## config.mk

```make
export PLATFORM = sky130hd
export DESIGN_NAME = zx_ce_turbo_flat
export DESIGN_NICKNAME = d
export VERILOG_FILES = /design/src/rtl/zx_clk_pkg.sv /design/src/rtl/zx_ce_turbo_if.sv /design/src/rtl/zx_ce_divider.sv /design/src/rtl/zx_ce_turbo.sv /design/src/flat_wrapper.sv
export SDC_FILE = /design/constraint.sdc
export NUM_CORES = 1
export LEC_CHECK = 0
export BUFFER_PORTS_ARGS = -buffer_cell sky130_fd_sc_hd__clkbuf_2
export CAP_MARGIN = 20
export CELL_PAD_IN_SITES_DETAIL_PLACEMENT = 0
export CELL_PAD_IN_SITES_GLOBAL_PLACEMENT = 2
export CORE_ASPECT_RATIO = 1.1
export CORE_MARGIN = 2
export CORE_UTILIZATION = 23
export CTS_CLUSTER_DIAMETER = 80
export CTS_CLUSTER_SIZE = 8
export DETAILED_ROUTE_END_ITERATION = 8
export PLACE_DENSITY_LB_ADDON = 0.1
export REMOVE_ABC_BUFFERS = 1
export SETUP_SLACK_MARGIN = 0.2
export SLEW_MARGIN = 10
export SYNTH_ARGS = -nofsm -noshare
export SYNTH_HDL_FRONTEND = slang
export SYNTH_HIERARCHICAL = 1
export SYNTH_SLANG_ARGS = --single-unit
export TNS_END_PERCENT = 50
```

## constraint.sdc

```tcl
create_clock -name clk_sys -period 5.1 [get_ports clk_sys]
set_clock_uncertainty 0.15 [all_clocks]
set_input_delay 1.02 -clock clk_sys [delete_from_list [all_inputs] [get_ports clk_sys]]
set_output_delay 1.02 -clock clk_sys [all_outputs]
set_load 0.02 [all_outputs]
```

## src/rtl/zx_clk_pkg.sv

```systemverilog
// Shared constants and helpers for the Spectrum clock-enable / turbo block.
package zx_clk_pkg;

  localparam int unsigned LEVELS_DEF  = 5;
  localparam int unsigned CNT_W_DEF   = 6;
  localparam int unsigned CE28_LOG2   = 2;
  localparam int unsigned CE7_LOG2    = 4;
  localparam int unsigned GAP_W       = 3;

  typedef enum logic {
    CPU_RUN  = 1'b0,
    CPU_HALT = 1'b1
  } cpu_state_e;

  // Low 'levels' bits set, shifted down by the level: period halves per level.
  function automatic logic [31:0] turbo_mask(input int unsigned levels,
                                             input int unsigned level);
    logic [31:0] full;
    full = (32'd1 << levels) - 32'd1;
    return full >> level;
  endfunction

  function automatic int unsigned clamp_level(input int unsigned levels,
                                              input int unsigned req);
    return (req >= levels) ? levels - 1 : req;
  endfunction

endpackage

```

## src/rtl/zx_ce_turbo_if.sv

```systemverilog
// Strobe / status bundle produced by zx_ce_turbo for the rest of the host board.
interface zx_ce_turbo_if #(
  parameter int unsigned LVL_W = 3
);
  logic             ce_28m;
  logic             ce_7mp;
  logic             ce_7mn;
  logic             ce_psg;
  logic             cpu_p;
  logic             cpu_n;
  logic             ce_cpu_p;
  logic             ce_cpu_n;
  logic             ce_cpu;
  logic             cpu_en;
  logic             paused;
  logic [LVL_W-1:0] level_cur;

  modport master (
    output ce_28m, ce_7mp, ce_7mn, ce_psg, cpu_p, cpu_n,
           ce_cpu_p, ce_cpu_n, ce_cpu, cpu_en, paused, level_cur
  );

  modport slave (
    input ce_28m, ce_7mp, ce_7mn, ce_psg, cpu_p, cpu_n,
          ce_cpu_p, ce_cpu_n, ce_cpu, cpu_en, paused, level_cur
  );
endinterface

```

## src/rtl/zx_ce_divider.sv

```systemverilog
// Free-running master counter plus the fixed-rate registered strobes.
module zx_ce_divider
  import zx_clk_pkg::*;
#(
  parameter int unsigned CNT_W    = CNT_W_DEF,
  parameter int unsigned PSG_LOG2 = 6
) (
  input  logic             clk_sys,
  input  logic             reset,
  input  logic             paused_i,
  output logic [CNT_W-1:0] cnt_o,
  output logic             ce_28m_o,
  output logic             ce_7mp_o,
  output logic             ce_7mn_o,
  output logic             ce_psg_o
);

  localparam logic [CE7_LOG2-1:0] CE7_HALF = CE7_LOG2'(1 << (CE7_LOG2 - 1));

  logic [CNT_W-1:0] cnt_q;
  logic             ce_28m_q;
  logic             ce_7mp_q;
  logic             ce_7mn_q;
  logic             ce_psg_q;

  always_ff @(posedge clk_sys) begin
    if (reset) begin
      cnt_q    <= '0;
      ce_28m_q <= 1'b0;
      ce_7mp_q <= 1'b0;
      ce_7mn_q <= 1'b0;
      ce_psg_q <= 1'b0;
    end else begin
      cnt_q    <= cnt_q + CNT_W'(1);
      ce_28m_q <= (cnt_q[CE28_LOG2-1:0] == '0);
      ce_7mp_q <= (cnt_q[CE7_LOG2-1:0] == '0);
      ce_7mn_q <= (cnt_q[CE7_LOG2-1:0] == CE7_HALF);
      ce_psg_q <= (cnt_q[PSG_LOG2-1:0] == '0) && !paused_i;
    end
  end

  assign cnt_o    = cnt_q;
  assign ce_28m_o = ce_28m_q;
  assign ce_7mp_o = ce_7mp_q;
  assign ce_7mn_o = ce_7mn_q;
  assign ce_psg_o = ce_psg_q;

endmodule

```

## src/rtl/zx_ce_turbo.sv

```systemverilog
// Turbo-level CPU strobe generation with switch gap, pause and SDRAM/tape stalls.
module zx_ce_turbo
  import zx_clk_pkg::*;
#(
  parameter int unsigned LEVELS       = LEVELS_DEF,
  parameter int unsigned LVL_W        = 3,
  parameter int unsigned CNT_W        = CNT_W_DEF,
  parameter int unsigned PSG_LOG2     = 6,
  parameter int unsigned SWITCH_GAP   = 3,
  parameter int unsigned RAM_WAIT_LVL = 3
) (
  input  logic             clk_sys,
  input  logic             reset,
  input  logic [LVL_W-1:0] level_req,
  input  logic             pause_tgl,
  input  logic             ram_ready,
  input  logic             tape_active,
  input  logic             sync_p,
  input  logic             sync_n,
  zx_ce_turbo_if.master    bus
);

  logic [CNT_W-1:0] cnt;
  logic [CNT_W-1:0] mask;
  logic [CNT_W-1:0] half;
  logic [LVL_W-1:0] lvl_req_c;
  logic [31:0]      lvl_cur32;
  logic             cpu_p_c;
  logic             cpu_n_c;
  logic             cpu_en_c;

  cpu_state_e       state_q;
  logic [GAP_W-1:0] gap_q;
  logic [LVL_W-1:0] level_cur_q;
  logic             paused_q;
  logic             pause_d_q;
  logic             tp_q;
  logic             tn_q;

  zx_ce_divider #(
    .CNT_W    (CNT_W),
    .PSG_LOG2 (PSG_LOG2)
  ) u_div (
    .clk_sys  (clk_sys),
    .reset    (reset),
    .paused_i (paused_q),
    .cnt_o    (cnt),
    .ce_28m_o (bus.ce_28m),
    .ce_7mp_o (bus.ce_7mp),
    .ce_7mn_o (bus.ce_7mn),
    .ce_psg_o (bus.ce_psg)
  );

  assign mask      = CNT_W'(turbo_mask(LEVELS, 32'(level_cur_q)));
  assign half      = mask ^ (mask >> 1);
  assign lvl_req_c = LVL_W'(clamp_level(LEVELS, 32'(level_req)));
  assign lvl_cur32 = 32'(level_cur_q);

  always_ff @(posedge clk_sys) begin
    if (reset) begin
      tp_q <= 1'b0;
      tn_q <= 1'b0;
    end else begin
      tp_q <= ((cnt & mask) == '0);
      tn_q <= ((cnt & mask) == half);
    end
  end

  assign cpu_p_c  = (level_cur_q == '0) ? sync_p : tp_q;
  assign cpu_n_c  = (level_cur_q == '0) ? sync_n : tn_q;
  assign cpu_en_c = (state_q == CPU_RUN);

  // Gap advances on every cpu_n independently of which control branch fires;
  // a switch overrides it back to 1.  pause_d_q tracks the input even in reset
  // so a level held across reset is not seen as a fresh edge.
  always_ff @(posedge clk_sys) begin
    pause_d_q <= pause_tgl;
    if (reset) begin
      state_q     <= CPU_RUN;
      gap_q       <= '0;
      level_cur_q <= '0;
      paused_q    <= 1'b0;
    end else begin
      if (pause_tgl && !pause_d_q) paused_q <= !paused_q;
      if (cpu_n_c) begin
        if (gap_q != '0)
          gap_q <= (gap_q == GAP_W'(SWITCH_GAP)) ? '0 : gap_q + GAP_W'(1);
        if (level_cur_q != lvl_req_c) begin
          state_q     <= CPU_HALT;
          gap_q       <= GAP_W'(1);
          level_cur_q <= lvl_req_c;
        end else if (state_q == CPU_HALT && gap_q == '0 && ram_ready) begin
          state_q <= paused_q ? CPU_HALT : CPU_RUN;
        end else if (lvl_cur32 >= RAM_WAIT_LVL && !ram_ready) begin
          state_q <= CPU_HALT;
        end else if (lvl_cur32 >= RAM_WAIT_LVL - 1 && !ram_ready && tape_active) begin
          state_q <= CPU_HALT;
        end else if (state_q == CPU_RUN && paused_q) begin
          state_q <= CPU_HALT;
        end
      end
    end
  end

  assign bus.cpu_p     = cpu_p_c;
  assign bus.cpu_n     = cpu_n_c;
  assign bus.ce_cpu_p  = cpu_p_c & cpu_en_c;
  assign bus.ce_cpu_n  = cpu_n_c & cpu_en_c;
  assign bus.ce_cpu    = tp_q & cpu_en_c;
  assign bus.cpu_en    = cpu_en_c;
  assign bus.paused    = paused_q;
  assign bus.level_cur = level_cur_q;

endmodule

```

## src/flat_wrapper.sv

```systemverilog
// flat-port wrapper written by rule: the top's interface ports become plain ports
module zx_ce_turbo_flat import zx_clk_pkg::*;
#(
  parameter int unsigned LEVELS       = LEVELS_DEF,
  parameter int unsigned LVL_W        = 3,
  parameter int unsigned CNT_W        = CNT_W_DEF,
  parameter int unsigned PSG_LOG2     = 6,
  parameter int unsigned SWITCH_GAP   = 3,
  parameter int unsigned RAM_WAIT_LVL = 3
)
  (clk_sys, reset, level_req, pause_tgl, ram_ready, tape_active, sync_p, sync_n, bus_ce_28m, bus_ce_7mp, bus_ce_7mn, bus_ce_psg, bus_cpu_p, bus_cpu_n, bus_ce_cpu_p, bus_ce_cpu_n, bus_ce_cpu, bus_cpu_en, bus_paused, bus_level_cur);
  zx_ce_turbo_if #(.LVL_W(LVL_W)) bus_i ();
  input  logic clk_sys;
  input  logic reset;
  input  logic [LVL_W-1:0] level_req;
  input  logic pause_tgl;
  input  logic ram_ready;
  input  logic tape_active;
  input  logic sync_p;
  input  logic sync_n;
  output wire logic [$bits(bus_i.ce_28m)-1:0] bus_ce_28m;
  output wire logic [$bits(bus_i.ce_7mp)-1:0] bus_ce_7mp;
  output wire logic [$bits(bus_i.ce_7mn)-1:0] bus_ce_7mn;
  output wire logic [$bits(bus_i.ce_psg)-1:0] bus_ce_psg;
  output wire logic [$bits(bus_i.cpu_p)-1:0] bus_cpu_p;
  output wire logic [$bits(bus_i.cpu_n)-1:0] bus_cpu_n;
  output wire logic [$bits(bus_i.ce_cpu_p)-1:0] bus_ce_cpu_p;
  output wire logic [$bits(bus_i.ce_cpu_n)-1:0] bus_ce_cpu_n;
  output wire logic [$bits(bus_i.ce_cpu)-1:0] bus_ce_cpu;
  output wire logic [$bits(bus_i.cpu_en)-1:0] bus_cpu_en;
  output wire logic [$bits(bus_i.paused)-1:0] bus_paused;
  output wire logic [$bits(bus_i.level_cur)-1:0] bus_level_cur;
  assign bus_ce_28m = bus_i.ce_28m;
  assign bus_ce_7mp = bus_i.ce_7mp;
  assign bus_ce_7mn = bus_i.ce_7mn;
  assign bus_ce_psg = bus_i.ce_psg;
  assign bus_cpu_p = bus_i.cpu_p;
  assign bus_cpu_n = bus_i.cpu_n;
  assign bus_ce_cpu_p = bus_i.ce_cpu_p;
  assign bus_ce_cpu_n = bus_i.ce_cpu_n;
  assign bus_ce_cpu = bus_i.ce_cpu;
  assign bus_cpu_en = bus_i.cpu_en;
  assign bus_paused = bus_i.paused;
  assign bus_level_cur = bus_i.level_cur;
  zx_ce_turbo #(.LEVELS(LEVELS), .LVL_W(LVL_W), .CNT_W(CNT_W), .PSG_LOG2(PSG_LOG2), .SWITCH_GAP(SWITCH_GAP), .RAM_WAIT_LVL(RAM_WAIT_LVL)) u_core (.clk_sys(clk_sys), .reset(reset), .level_req(level_req), .pause_tgl(pause_tgl), .ram_ready(ram_ready), .tape_active(tape_active), .sync_p(sync_p), .sync_n(sync_n), .bus(bus_i));
endmodule
```

==> flow_summary.ini, run 1 <==
[sta]
maxSlewHeadroom_pct = 69.3
grt_setup_unrepaired = no
setup_slack_ns = 2.22
fin_crit_ns = 2.88
fin_setup_tns_ns = 0
fmax_ghz = 0.347
hold_viol_final = 0
period_share_pct = 56.5
setup_viol = 0
slew_violations = 0
tightest_slew_ns = 0.461

[final_layout]
nFillCells = 518
areaGrowthSynthToFinish_pct = 19.9
nNetsFinal = 152
final_cell_count_no_fill = 193
post-route-util_pct = 28.1
largest_reg_flops = 6
drive_above_1_share_pct = 28.5
num_antenna_cells = 0

[pwr]
pwr_density_cell_nw_per_um2 = 306
irDropWorstVdd_uv = 87.5
p_leak_uw = 0.000524

[logic_synthesis]
syn_area_per_cell_sq_um = 9.51
synth_compound_area_share_pct = 16.5
yosys-top-cells-area = dfxtp_1, nor2_1, ha_1
yosysTopAreaCell = dfxtp_1
synth_ff_type = dfxtp_1
synth_fa_ha_area_share_pct = 4.66
yosys_warnings = 6
syn_inst = 113
yosysMostFrequentCell = dfxtp_1
synth-simple-area-share_pct = 24.2
synth-edff-count = 0
ys_async_sr_fraction_pct = 0
synth_xor_area_share_pct = 4.89
yosys-top-cells-count = dfxtp_1, nor2_1, inv_1, a21oi_1
syn_area_sq_um = 1070
yosysUniqueCellTypes = 41
yosys-mux-area-fraction_pct = 4.07
seq_area_frac_synth_pct = 39.1
synth_top_family_by_area = simple AND/OR/NAND/NOR gates
synth_top_cell_area_share_pct = 39.1
synth-seq-cells = 21

[clocking]
ctsResizeCount = 0
cts_tree = built
postCtsSetupRepairBufs = 0
hold_buffers = 0
cts.clk_slew.worst_paths_ns = 0.08
clockBufferDepth = 2
numCtsBuffers = 3
cts_sinks = 21
clk-insertion-delay-late_ns = 0.26
cts-root-buf = clkbuf_8
htree_levels = 1

[placement]
dp_slack_ns = 2.27
portBuffers = 23
dp_cells = 189
place.detailed.hpwl_mm = 1.79
place_congestion = 0.645

[grt]
grt-ovfl-total = 0
antenna_found_initial = 0
grt_usage_pct = 10.1
grt_pass1_wl_mm = 4.15
grt_max_degree = 19
first_global_vias = 855

[worst_hold_path]
hold_path_depth = 1
hp-class = flip-flop to flip-flop

[die]
die-area_sq_um = 5240
row_count = 26
io_pins = 24
die_x_um = 69.2
die_y_um = 75.7
core_area_sq_um = 4590
start_util_pct = 23.4

[detailed_routing]
drc = 0
wl_met3_um = 87
vias = 875
first_pass_iters = 2
m1WireLength_mm = 1.08
ant_nets = 0
wl_mm = 2.46
dr.max_layer_used = met4
met2_length_mm = 1.27
drt_iter0_drc = 31
vias_per_cell = 4.53
post_drt_wl_per_cell_um = 12.8

[setup_path]
critical_path_required_ns = 3.93
cp-start-kind = flip-flop
arrival_ns = 1.71
path_max_fanout = 11
criticalPathCategory = flip-flop to primary output
cp-end-kind = primary output
rr_worst_depth = 6

[status]
outcome = complete, no violations

[job]
max-cap-violations = 0
==> per-stage QoR <==
stage          power, uW  hold slack, ns  area, sq um
6_report             395           0.359         1290
3_3_place_gp         285           0.339         1240
4_1_cts              404           0.365         1290
3_5_place_dp         286           0.351         1240
2_1_floorplan        255           0.315         1050
5_1_grt              423           0.379         1290
==> cell usage in the layout, fill, tap and decap left out, types with 3 or more instances in the layout <==
cell,count
dfxtp_1,21
a21oi_1,8
clkbuf_2,23
clkbuf_8,3
nand2_1,3
inv_1,11
nor2b_1,3
o21ai_0,4
nor2_1,15
ha_1,4
xnor2_1,4
nand3_1,3
==> cell type report <==
class	instances	area [sq um]	area share [%]
clock buffer	3	41.3	3.20
clock inverter	1	7.51	0.583
inverter	12	50.0	3.88
multi-input combinational	77	584	45.3
sequential	21	420	32.6
tap	56	70.1	5.44
timing repair buffer	23	115	8.93
==> path summary, 6_finish.rpt <==
check / start / end / slack (ns)
min: u_core/u_div/cnt_o[5] / u_core/u_div/ce_psg_o / 0.36
min reg2reg: u_core/u_div/cnt_o[5] / u_core/u_div/ce_psg_o / 0.36
max reg2reg: u_core/bus.level_cur[0] / u_core/bus.level_cur[0] / 3.22
max: u_core/bus.level_cur[0] / bus_ce_cpu_p / 2.22
==> critical path: stages, from the launching register on <==
cell and delay [ns]:
dfxtp_1 0.46, nor3_4 0.32, mux2_2 0.37, and2_1 0.15
clkbuf_2 0.15
==> where the power goes <==
part / internal [uW] / switching, uW
clock network: 55.2 / 59.4
logic: 38.7 / 51.5
registers: 175 / 14.7
==> cell families after synthesis <==
family | after synthesis
simple gates | 39
fa+ha+maj | 4
buf+inv | 15
flops | 21
compound gates | 25
xor+xnor | 6
mux | 3
==> routing by layer <==
metal  global-route usage [%]  up-vias
li1                         -      435
met1                     12.0      425
met2                     17.7       13
met3                     2.38        2
met4                     4.58        0
met5                        0        -
Note: power is estimated with default switching activity, not from simulation.
==> inputs of run 2 (changes only) <==
--- a/config.mk
+++ b/config.mk
@@ -5,6 +5,7 @@
 export SDC_FILE = /design/constraint.sdc
 export NUM_CORES = 1
 export LEC_CHECK = 0
+export ABC_AREA = 1
 export BUFFER_PORTS_ARGS = -buffer_cell sky130_fd_sc_hd__clkbuf_2
 export CAP_MARGIN = 20
 export CELL_PAD_IN_SITES_DETAIL_PLACEMENT = 0
==> constraint.sdc (replaced) <==
create_clock -name clk_sys -period 2.7 [get_ports clk_sys]
set_clock_uncertainty 0.15 [all_clocks]
set_input_delay 0.54 -clock clk_sys [delete_from_list [all_inputs] [get_ports clk_sys]]
set_output_delay 0.54 -clock clk_sys [all_outputs]
set_load 0.02 [all_outputs]
==> run 2 against run 1 <==
Synthesized cell count rose by 51%. Via count rose by 24%. Highest routed layer unchanged. Sequential power rose by 130%.
==> flow_summary.ini, run 2 <==
[clocking]
ctsResizeCount = 0
cts_tree = built
hold_buffers = 0
cts.clk_slew.worst_paths_ns = 0.09
postCtsSetupRepairBufs = 0
clockBufferDepth = 2
cts-root-buf = clkbuf_8
numCtsBuffers = 3
cts_sinks = 21
htree_levels = 1
clk-insertion-delay-late_ns = 0.26

[placement]
place.detailed.hpwl_mm = 2.22
portBuffers = 23
dp_slack_ns = 0.837
place_congestion = 0.746

[grt]
grt_max_degree = 13
first_global_vias = 1096
grtUsageMet3_pct = 2.18
grtUsageMet2_pct = 20.3
grt-ovfl-total = 0
grt_usage_pct = 11.3
gr-usage-met1_pct = 13.2
grt_pass1_wl_mm = 5.01
antenna_found_initial = 0
grt.busiest_layer = met2

[detailed_routing]
post_drt_wl_per_cell_um = 11.1
ant_nets = 0
drc = 0
wl_mm = 2.83
drt_iter0_drc = 31
vias = 1087
first_pass_iters = 4
vias_per_cell = 4.26

[die]
die_y_um = 78.5
core_area_sq_um = 4930
die_x_um = 71.7
io_pins = 24
start_util_pct = 23.5
die-area_sq_um = 5630
row_count = 27

[final_layout]
seqCellArea_sq_um = 420
num_antenna_cells = 0
layout_commonest_cell = nand2_1
nFillCells = 567
largest_reg_flops = 6
nNetsFinal = 212
final_cell_mix = nand2_1, inv_1, clkbuf_2
areaGrowthSynthToFinish_pct = 19.6
multi_input_area_sq_um = 607
drive_above_1_share_pct = 22.8

[logic_synthesis]
yosysMostFrequentCell = nand2_1
yosysTopAreaCell = dfxtp_1
syn_area_sq_um = 1160
synth-edff-count = 0
yosys_warnings = 6
synth-seq-cells = 21
synth_ff_type = dfxtp_1
yosys-top-cells-area = dfxtp_1, nand2_1, inv_1
ys_async_sr_fraction_pct = 0
seq_area_frac_synth_pct = 36.2
syn_inst = 171
yosysUniqueCellTypes = 22
yosys-top-cells-count = nand2_1, inv_1, dfxtp_1, nor2_1, nand3_1
syn_area_per_cell_sq_um = 6.78
synth_top_cell_area_share_pct = 36.2

[sta]
setup_viol = 0
setup_slack_ns = 0.556
slew_violations = 0
hold_viol_final = 0
fin_setup_tns_ns = 0
grt_setup_unrepaired = no
tightest_slew_ns = 0.302
maxSlewHeadroom_pct = 79.9
fmax_ghz = 0.466
period_share_pct = 79.4
fin_crit_ns = 2.14

[job]
max-cap-violations = 0

[pwr]
swShare_pct = 48.4
p_int_uw = 692
pwr_density_cell_nw_per_um2 = 968
irDropWorstVdd_uv = 264
clock_power_share_pct = 16.2
p_seq_share_pct = 32.0
p_leak_uw = 0.000699
p_sw_uw = 650
comb_power_share_pct = 51.8

[setup_path]
criticalPathCategory = flip-flop to primary output
cp-start-kind = flip-flop
reg2reg_slack_ns = 1.21
arrival_ns = 1.45
critical_path_required_ns = 2.01
cp-end-kind = primary output
path_max_fanout = 7

[worst_hold_path]
hp-class = input pin to flip-flop

[status]
outcome = complete, no violations
-- run 2: changes by cell type after synthesis, sizes merged, moves of 3 or more --
cell	change
nor3	+3
nand3	+14
nor2b	-4
nand2	+38
xnor2	-4
inv	+21
nor2	+10
a21oi	+4
-- run 2: cells by family (layout without fill, tap and decap cells) --
group                    count (synthesis)  after routing  synth area share, %
adder cells (fa/ha/maj)                  4              4                 4.32
AND/OR/NAND/NOR                         90             90                 37.9
AO/OA/AOI/OAI                           21             21                 10.1
buffers and inverters                   35             61                 11.4
flip-flops                              21             21                 36.2
-- run 2: routing by layer --
metal	part of all wire (%)	wire, um
met1	45	1280
met2	51	1450
met3	2.8	78
met4	0.88	25
met5	0	0
-- run 2: final timing paths --
path | start | end | cells past startpoint
worst max-delay path | u_core/bus.level_cur[2] | bus_cpu_p | 5
worst min-delay path | pause_tgl | u_core/pause_d_q | 1
worst max register to register | u_core/bus.level_cur[0] | u_core/state_q | 8
worst min register to register | u_core/gap_q[2] | u_core/gap_q[2] | 2
-- run 2: critical path, stage by stage, from the launching register on --
cell	delay (ns)
dfxtp_1	0.40
nor2_4	0.24
nand2_4	0.10
o21ai_0	0.23
inv_1	0.06
clkbuf_2	0.15
-- run 2: cell type report --
cell class                 count  share of cell area, %
tap                           58                   5.23
multi-input combinational    115                   43.7
timing repair buffer          23                   8.30
clock buffer                   4                   3.25
sequential                    21                   30.3
inverter                      34                   9.20
-- run 2: power groups by stage --
stage | Combinational, uW | Clock, uW | Sequential (uW)
2_1_floorplan | 496 | 0 | 456
3_3_place_gp | 716 | 0 | 436
3_5_place_dp | 713 | 0 | 438
4_1_cts | 715 | 225 | 431
5_1_grt | 795 | 239 | 440
6_report | 696 | 217 | 430
-- run 2: per-stage QoR --
stage / std cells / instance area, sq um / power (uW) / hold WS, ns / util, %
finish: 255 / 1390 / 1340 / 0.241 / 28.1
global route: 255 / 1390 / 1470 / 0.242 / 28.1
CTS: 255 / 1390 / 1370 / 0.235 / 28.1
detailed placement: 251 / 1340 / 1150 / 0.311 / 27.2
global placement: 251 / 1340 / 1150 / 0.300 / 27.2
floorplan: 170 / 1150 / 952 / 0.285 / -
==> inputs of run 3 (changes only) <==
--- a/config.mk
+++ b/config.mk
@@ -5,7 +5,7 @@
 export SDC_FILE = /design/constraint.sdc
 export NUM_CORES = 1
 export LEC_CHECK = 0
-export ABC_AREA = 1
+export ABC_AREA = 0
 export BUFFER_PORTS_ARGS = -buffer_cell sky130_fd_sc_hd__clkbuf_2
 export CAP_MARGIN = 20
 export CELL_PAD_IN_SITES_DETAIL_PLACEMENT = 0
==> constraint.sdc (replaced) <==
create_clock -name clk_sys -period 1.7 [get_ports clk_sys]
set_clock_uncertainty 0.15 [all_clocks]
set_input_delay 0.34 -clock clk_sys [delete_from_list [all_inputs] [get_ports clk_sys]]
set_output_delay 0.34 -clock clk_sys [all_outputs]
set_load 0.02 [all_outputs]
==> run 3 against run 2 <==
The run now ends with setup timing left. Hold slack lost 0.21 ns. Clock power grew 54%. Flip-flop and latch count unchanged. Register-to-register slack worse by 1.4 ns. Clock-buffer cell count down 1. Combinational power fell by 43%. Via count down 14%. Final cell count is 19% lower. Global-route usage fell by 0.92 points. First-iteration DRC count unchanged. Sequential share of layout area fell by 1.8 points. Critical path type unchanged. Largest cell class unchanged.
==> flow_summary.ini, run 3 (synthesis gave the netlist of run 1 again) <==
[sta]
hold_viol_final = 0
period_share_pct = 116
setup_viol = 11
setup_slack_ns = -0.265
timing.hold.ws_ns = 0.0292
tightest_slew_ns = 0.358
fin_crit_ns = 1.96
fmax_ghz = 0.509
slew_violations = 0
maxSlewHeadroom_pct = 76.1
grt_setup_unrepaired = yes

[setup_path]
arrival_ns = 1.47
crit_slowest_cell = mux2_2
path_depth = 4
critPathTopFamily = simple AND/OR/NAND/NOR gates
cp-end-kind = primary output
cp-start-kind = flip-flop
max_stage_delay_ns = 0.36
worstPathCellList = nor3_4 -> mux2_2 -> and2_1 -> buf_2
worstPathBufferInverterCount = 1
path_max_fanout = 2
criticalPathCategory = flip-flop to primary output
critical_path_required_ns = 1.21
rr_worst_depth = 9

[pwr]
power_uw = 1290
irDropWorstVdd_uv = 253
p_leak_uw = 0.000614
clock_power_share_pct = 26.0
p_seq_share_pct = 43.3
swShare_pct = 31.0
comb_power_share_pct = 30.8
p_int_uw = 890
pwr_density_cell_nw_per_um2 = 858
p_sw_uw = 400

[clocking]
cts-root-buf = clkbuf_8
cts_sinks = 21
numCtsBuffers = 3
cts_tree = built
clockBufferDepth = 2
clk-insertion-delay-late_ns = 0.26
htree_levels = 1
cts.clk_slew.worst_paths_ns = 0.08

[placement]
place.detailed.hpwl_mm = 1.89
place_congestion = 0.685
portBuffers = 23

[worst_hold_path]
hold_path_depth = 1
hp-class = input pin to flip-flop

[die]
core_area_sq_um = 4590
row_count = 26
io_pins = 24
die_x_um = 69.2
die_y_um = 75.7
die-area_sq_um = 5240
start_util_pct = 23.4

[final_layout]
num_antenna_cells = 0
layout_commonest_cell = clkbuf_2
multi_input_area_sq_um = 631
drive_above_1_share_pct = 43.3
areaGrowthSynthToFinish_pct = 39.8
nFillCells = 473
nNetsFinal = 165
final_cell_mix = clkbuf_2, dfxtp_1, nor2_1
seqCellArea_sq_um = 428
largest_reg_flops = 6

[grt]
antenna_found_initial = 0
first_global_vias = 882
grt_max_degree = 14
gr-usage-met1_pct = 11.9
grt-ovfl-total = 0
grtUsageMet3_pct = 2.38
grt.busiest_layer = met2
grt_pass1_wl_mm = 4.19
grt_usage_pct = 10.4
grtUsageMet2_pct = 18.6

[detailed_routing]
vias = 932
vias_per_cell = 4.52
drt_iter0_drc = 31
drc = 0
first_pass_iters = 4
wl_mm = 2.62
post_drt_wl_per_cell_um = 12.7
ant_nets = 0

[job]
max-cap-violations = 0

[status]
violations = setup timing
outcome = complete, but fails checks
run 3: cell count changes in the layout (fill, tap and decap cells not counted), moves of 5 or more:
cell / previous run / this run
buf_6: 0 / 6
nand3_1: 16 / 3
nor2_1: 21 / 15
a21oi_1: 11 / 5
nand2_1: 35 / 3
buf_4: 0 / 5
inv_1: 29 / 11
run 3: path summary, 6_finish.rpt:
path / start / endpoint / slack, ns
hold reg to reg: u_core/bus.paused / u_core/u_div/ce_psg_o / 0.35
setup / recovery: u_core/bus.level_cur[0] / bus_ce_cpu_p / -0.26
hold / removal: pause_tgl / u_core/pause_d_q / 0.03
setup reg to reg: u_core/bus.level_cur[0] / u_core/bus.level_cur[0] / -0.21
run 3: power by group through the flow:
stage / Clock (uW) / Sequential, uW / Combinational (uW)
floorplan: 0 / 588 / 178
global placement: 0 / 567 / 309
detailed placement: 0 / 568 / 307
CTS: 357 / 558 / 375
global route: 379 / 563 / 434
finish: 335 / 558 / 397
run 3: cell type report:
cell class	instances	area share (%)
Clock buffer	3	2.75
Tap cell	56	4.66
Clock inverter	1	0.500
Sequential cell	21	28.5
Multi-Input combinational cell	77	42.0
Timing Repair Buffer	36	18.3
Inverter	12	3.33
run 3: through the flow:
| step | cells | worst slack (ns) | setup TNS, ns | instance area (sq um) | util, % |
|---|---|---|---|---|---|
| after detailed placement | 196 | -0.0411 | -0.0411 | 1290 | 28.2 |
| after CTS | 203 | -0.258 | -0.941 | 1450 | 31.6 |
| final | 206 | -0.265 | -1.89 | 1500 | 32.8 |
| after global placement | 196 | -0.0252 | -0.0252 | 1290 | 28.2 |
| after floorplan | 110 | -0.204 | -0.417 | 1050 | - |
| after global routing | 206 | -0.319 | -2.68 | 1500 | 32.8 |
run 3: what timing repair did:
| action | in CTS | in global routing |
|---|---|---|
| cloned | 1 | 0 |
| hold buffers | 0 | 0 |
| pin swaps | 5 | 7 |
| gates resized for setup | 17 | 15 |
| setup buffers | 2 | 3 |
| endpoints found under the setup margin | 12 | 13 |
run 3: layer usage:
metal / vias up / share of wire [%]
li1: 462 / -
met1: 448 / 42
met2: 16 / 52
met3: 6 / 3.8
met4: 0 / 1.8
met5: - / 0
